[src/rtl/muldiv_sequencer.sv]
// Iterative RV32M multiply/divide unit. It runs one shift-add (multiply) or
// restoring shift-subtract (divide) step per cycle and presents a sign-corrected registered result.
module muldiv_sequencer #(
    parameter int XLEN = 32
) (
    input  logic            clk,
    input  logic            rst_n,
    input  logic            start,
    input  logic [2:0]      funct3,
    input  logic [XLEN-1:0] rs1_data,
    input  logic [XLEN-1:0] rs2_data,
    input  logic            flush,
    output logic            busy,
    output logic            stall,
    output logic            done,
    output logic [XLEN-1:0] result
);

    localparam int CW = $clog2(XLEN);
    localparam logic [CW-1:0]   LAST_CNT = CW'(XLEN - 1);
    localparam logic [XLEN-1:0] ALL_ONES = {XLEN{1'b1}};
    localparam logic [XLEN-1:0] MIN_NEG  = {1'b1, {(XLEN-1){1'b0}}};
    localparam logic [XLEN-1:0] ZERO     = {XLEN{1'b0}};

    typedef enum logic [1:0] {
        S_IDLE = 2'd0,
        S_CALC = 2'd1,
        S_FIN  = 2'd2
    } state_e;

    state_e            state_q, state_d;
    logic              busy_q, busy_d, done_q, done_d, stall_s;
    logic [2:0]        op_q;
    logic              neg_q;
    logic [XLEN-1:0]   opnd_q;
    logic [2*XLEN-1:0] acc_q;
    logic [CW-1:0]     cnt_q;
    logic [XLEN-1:0]   result_q;

    logic              a_signed_s, b_signed_s, a_neg_s, b_neg_s, res_neg_s;
    logic              div_zero_s, ovf_s, special_s, accept_s;
    logic [XLEN-1:0]   a_mag_s, b_mag_s, special_val_s;
    logic [XLEN:0]     sum_s, rem_sh_s, diff_s;
    logic [2*XLEN-1:0] acc_next_s, prod_s;
    logic [XLEN-1:0]   fin_val_s;

    function automatic logic [XLEN-1:0] cond_neg(input logic neg, input logic [XLEN-1:0] v);
        return neg ? (ZERO - v) : v;
    endfunction

    // Operand decode at the issue boundary: signedness, magnitudes, special cases
    always_comb begin
        a_signed_s = 1'b0;
        b_signed_s = 1'b0;
        if (funct3[2]) begin
            a_signed_s = ~funct3[0];
            b_signed_s = ~funct3[0];
        end else begin
            a_signed_s = (funct3[1:0] != 2'b11);
            b_signed_s = ~funct3[1];
        end
        a_neg_s    = a_signed_s & rs1_data[XLEN-1];
        b_neg_s    = b_signed_s & rs2_data[XLEN-1];
        a_mag_s    = cond_neg(a_neg_s, rs1_data);
        b_mag_s    = cond_neg(b_neg_s, rs2_data);
        div_zero_s = funct3[2] & (rs2_data == ZERO);
        ovf_s      = funct3[2] & ~funct3[0] & (rs1_data == MIN_NEG) & (rs2_data == ALL_ONES);
        special_s  = div_zero_s | ovf_s;
        // Remainder takes the dividend's sign; product and quotient the XOR
        if (funct3[2] && funct3[1]) begin
            res_neg_s = a_neg_s;
        end else begin
            res_neg_s = a_neg_s ^ b_neg_s;
        end
        if (div_zero_s) begin
            special_val_s = funct3[1] ? rs1_data : ALL_ONES;
        end else if (funct3[1]) begin
            special_val_s = ZERO;
        end else begin
            special_val_s = MIN_NEG;
        end
    end

    // One iteration of the shared accumulator plus final sign correction
    always_comb begin
        sum_s    = {1'b0, acc_q[2*XLEN-1:XLEN]} + (acc_q[0] ? {1'b0, opnd_q} : {1'b0, ZERO});
        rem_sh_s = {acc_q[2*XLEN-1:XLEN], acc_q[XLEN-1]};
        diff_s   = rem_sh_s - {1'b0, opnd_q};
        if (op_q[2]) begin
            acc_next_s = {(diff_s[XLEN] ? rem_sh_s[XLEN-1:0] : diff_s[XLEN-1:0]),
                          acc_q[XLEN-2:0], ~diff_s[XLEN]};
        end else begin
            acc_next_s = {sum_s, acc_q[XLEN-1:1]};
        end
        prod_s = neg_q ? ({(2*XLEN){1'b0}} - acc_next_s) : acc_next_s;
        case (op_q)
            3'b000:                 fin_val_s = prod_s[XLEN-1:0];
            3'b001, 3'b010, 3'b011: fin_val_s = prod_s[2*XLEN-1:XLEN];
            3'b100, 3'b101:         fin_val_s = cond_neg(neg_q, acc_next_s[XLEN-1:0]);
            3'b110, 3'b111:         fin_val_s = cond_neg(neg_q, acc_next_s[2*XLEN-1:XLEN]);
            default:                fin_val_s = ZERO;
        endcase
    end

    assign accept_s = (state_q == S_IDLE) && start && !flush;

    // State register and registered status flags
    always_ff @(posedge clk or negedge rst_n) begin
        if (!rst_n) begin
            state_q <= S_IDLE;
            busy_q  <= 1'b0;
            done_q  <= 1'b0;
        end else begin
            state_q <= state_d;
            busy_q  <= busy_d;
            done_q  <= done_d;
        end
    end

    // Next-state logic; flush wins over everything else
    always_comb begin
        state_d = state_q;
        case (state_q)
            S_IDLE: begin
                if (flush) begin
                    state_d = S_IDLE;
                end else if (start) begin
                    state_d = special_s ? S_FIN : S_CALC;
                end else begin
                    state_d = S_IDLE;
                end
            end
            S_CALC: begin
                if (flush) begin
                    state_d = S_IDLE;
                end else if (cnt_q == LAST_CNT) begin
                    state_d = S_FIN;
                end else begin
                    state_d = S_CALC;
                end
            end
            S_FIN:   state_d = S_IDLE;
            default: state_d = S_IDLE;
        endcase
    end

    // Output decode; stall covers the issue cycle so decode holds until FIN
    always_comb begin
        busy_d  = (state_d == S_CALC);
        done_d  = (state_d == S_FIN);
        stall_s = ((state_q == S_IDLE) && start) || (state_q == S_CALC);
    end

    // Datapath: latch magnitudes on accept, iterate in CALC, load result entering FIN
    always_ff @(posedge clk or negedge rst_n) begin
        if (!rst_n) begin
            op_q     <= 3'b000;
            neg_q    <= 1'b0;
            opnd_q   <= ZERO;
            acc_q    <= {(2*XLEN){1'b0}};
            cnt_q    <= {CW{1'b0}};
            result_q <= ZERO;
        end else if (accept_s) begin
            op_q   <= funct3;
            neg_q  <= res_neg_s;
            opnd_q <= funct3[2] ? b_mag_s : a_mag_s;
            acc_q  <= {ZERO, (funct3[2] ? a_mag_s : b_mag_s)};
            cnt_q  <= {CW{1'b0}};
            if (special_s) begin
                result_q <= special_val_s;
            end
        end else if ((state_q == S_CALC) && !flush) begin
            acc_q <= acc_next_s;
            cnt_q <= cnt_q + CW'(1);
            if (cnt_q == LAST_CNT) begin
                result_q <= fin_val_s;
            end
        end
    end

    assign busy   = busy_q;
    assign done   = done_q;
    assign stall  = stall_s;
    assign result = result_q;

endmodule

[config.mk]
export PLATFORM = sky130hd
export DESIGN_NAME = muldiv_sequencer
export DESIGN_NICKNAME = d
export VERILOG_FILES = /design/src/rtl/muldiv_sequencer.sv
export SDC_FILE = /design/constraint.sdc
export NUM_CORES = 1
export LEC_CHECK = 0
export ABC_AREA = 0
export CAP_MARGIN = 0
export CELL_PAD_IN_SITES_DETAIL_PLACEMENT = 0
export CELL_PAD_IN_SITES_GLOBAL_PLACEMENT = 1
export CORE_MARGIN = 1.5
export CORE_UTILIZATION = 45
export DETAILED_ROUTE_END_ITERATION = 10
export HOLD_SLACK_MARGIN = 0.06
export MAX_ROUTING_LAYER = met4
export PLACE_DENSITY = 0.88
export SLEW_MARGIN = 10
export SYNTH_ARGS = -nofsm -noshare
export SYNTH_HDL_FRONTEND = slang
export SYNTH_SLANG_ARGS = --single-unit
[constraint.sdc]
create_clock -name clk -period 7.8 [get_ports clk]
set_clock_uncertainty 0.2 [all_clocks]
set_input_delay 1.17 -clock clk [delete_from_list [all_inputs] [get_ports clk]]
set_output_delay 1.17 -clock clk [all_outputs]
set_load 0.01 [all_outputs]
==> out/metrics.csv <==
metric,value,unit
arrival,6610,ps
port_buffers,105,
dpl.hpwl,52.2,mm
syn_nets,2309,
power_switching,3890,uW
root_buffer,clkbuf_16,
synthArstFlopShare,1.00,
synth.most_common_cell,nand2_1,
p_sw_frac,0.554,
power.internal,3130,uW
synth_ff_type,dfrtp_1,
synth_top_area_share,0.221,
crit_type,reg -> reg,
holdPathStages,2,
clkLatencyLatePin,450,ps
finalSetupTns,0,ps
layout_worst_path_cycle_share,0.827,
vias_per_cell,6.69,
powerDensity,393,nW/um^2
track_usage,0.379,
synth_area_leaders,"dfrtp_1, o21ai_0, nand2_1",
initial_core_util,0.460,
antenna_left,0,
cts.clk_slew.worst_paths,60,ps
yosysWarnings,0,
wl_per_cell,25.4,microns
num_io_pins,106,
rsz0062_at_grt,no,
drc,0,
synth_common_cells,"nand2_1, o21ai_0, nor2_1",
finalMaxSlewViolations,0,
postCtsSetupRepairBufs,0,
avgSynthCellArea,7.37,sq um
grt_pass1_vias,16497,
fmax,155,MHz
regArea,3530,sq um
die_h,191,microns
power_frac_seq,0.170,
syn-cell-area,16000,sq um
peakVddDrop,0.000174,V
layout_setup_ws,1350,ps
gp_congestion,1.07,
areaGrowthSynthToFinish,12.0,%
antennaDiodeCount,0,
clkPwrFrac,0.122,
fin_cells,2652,
status,completed,
cts_inserted_buffers,17,
h-tree-depth,4,
cts_tree,built,
finalCriticalPeriod,6450,ps
grt_remaining_overflow,0,
grt_pass1_wl,101,mm
core,34700,sq um
ys_types,99,
cts-resized-gates,0,
grt_max_degree,88,
dieArea,36600,sq um
leakagePower,0.00726,uW
power_frac_comb,0.707,
rows,68,
ys_ff_latch,141,
yosysTopAreaCell,dfrtp_1,
dpl_worst_slack,1520,ps
cp_data_required_time,7960,ps
ctsHoldBuffers,0,
slew_headroom,0.196,
finalWirelength,67.5,mm
drt_pre_antenna_iters,6,
start_kind,register,
end_kind,register,
drive_gt1_frac,0.0574,
cts_buffer_depth,2,
die_w,191,microns
antenna_found_initial,4,
crit_fanout,8,
num_vias,17738,
max_slew.worst_pin.slew,1200,ps
finalSetupViolations,0,
dp.cells,2620,
synth_edf_count,0,
synthCells,2165,
fin_nets,2328,
drtIter0Drc,2278,
filler_cell_count,3474,
finalHoldViolCount,0,
clock_sinks,141,
reg2reg_depth,21,
hp-class,reg -> reg,
multi_input_area,11700,sq um
ys_seq_area_frac,0.221,
max-cap-violations,0,
==> kinds of logic (layout without fill, tap and decap cells) <==
logic type	after synthesis	after routing	share of synthesized area
flip-flops	141	141	0.221
AND/OR/NAND/NOR	764	764	0.231
AO/OA/AOI/OAI	780	780	0.324
buffers and inverters	204	236	0.0495
XOR/XNOR	151	151	0.0829
multiplexers	52	52	0.0335
adder cells (fa/ha/maj)	73	73	0.0582
==> power by group through the flow <==
stage / clock network, uW / registers (uW) / logic, uW
finish: 860 / 1200 / 4970
global route: 892 / 1220 / 5320
CTS: 865 / 1180 / 4810
detailed placement: 0 / 1200 / 4780
global placement: 0 / 1190 / 4770
floorplan: 0 / 1080 / 3430
==> cell usage in the layout, fill, tap and decap left out, drive strengths merged, types with 18 or more instances in the layout <==
master,instances
a31oi,28
nand2,252
nor3,51
buf,26
o31ai,35
and3,18
inv,75
nand3,61
and2,48
o221ai,18
o211ai,59
o21a,37
clkdlybuf4s50,103
o21ai,238
a21oi,168
nor2,190
or3,22
clkbuf,23
a21o,27
ha,71
xor2,68
xnor2,83
dfrtp,141
nand4,27
a211oi,30
mux2i,41
==> path summary, 6_finish.rpt <==
path	startpoint	end	slack, ps
worst max-delay path	acc_q[31]	result[20]	1350
worst min-delay path	opnd_q[0]	opnd_q[0]	310
worst max register to register	acc_q[31]	result[20]	1350
worst min register to register	opnd_q[0]	opnd_q[0]	310
max in group asynchronous	rst_n	op_q[2]	5220
min in group asynchronous	rst_n	opnd_q[26]	550
==> layout make-up <==
type | count | share of cell area
Sequential cell | 141 | 0.198
Clock buffer | 23 | 0.0278
Inverter | 75 | 0.0157
Multi-Input combinational cell | 1820 | 0.652
Timing Repair Buffer | 129 | 0.0693
Clock inverter | 9 | 0.00602
Tap cell | 455 | 0.0318
==> sequential cells by signal, indices dropped and copies added, names as in the netlist <==
| register | flops |
|---|---|
| result | 32 |
| opnd_q | 32 |
| busy | 1 |
| neg_q | 1 |
| cnt_q | 5 |
| done | 1 |
| acc_q | 64 |
| op_q | 3 |
| state_q | 2 |
==> through the flow <==
stage | utilization | cell area (sq um) | hold WS (ps) | total power [uW]
2_1_floorplan | - | 16000 | 264 | 4510
3_3_place_gp | 0.498 | 17300 | 286 | 5970
3_5_place_dp | 0.498 | 17300 | 297 | 5970
4_1_cts | 0.515 | 17900 | 310 | 6860
5_1_grt | 0.515 | 17900 | 355 | 7430
6_report | 0.515 | 17900 | 311 | 7020
==> routing by layer <==
metal / up-vias / track usage / share of wire
met5: - / - / 0
met4: 0 / 0.174 / 0.051
met3: 169 / 0.0408 / 0.080
met2: 1028 / 0.595 / 0.45
met1: 8488 / 0.490 / 0.42
li1: 8053 / - / -
==> worst max-delay path, cell delays in order, from the launching register on <==
cell and delay (ps):
dfrtp_1 380, inv_1 130, ha_1 190, inv_1 60
fa_1 400, a211oi_1 500, o21a_2 290, o2bb2ai_2 130
o211a_4 290, nor3_4 360, nor3_2 190, a21oi_1 370
ha_1 300, nand4_1 230, or2_1 380, o41ai_4 440
nand2b_1 300, nand3_1 100, or4_1 440, a2111oi_0 420
nor2_1 100, a41oi_1 180
No activity file was read; power rests on OpenSTA's default activity.
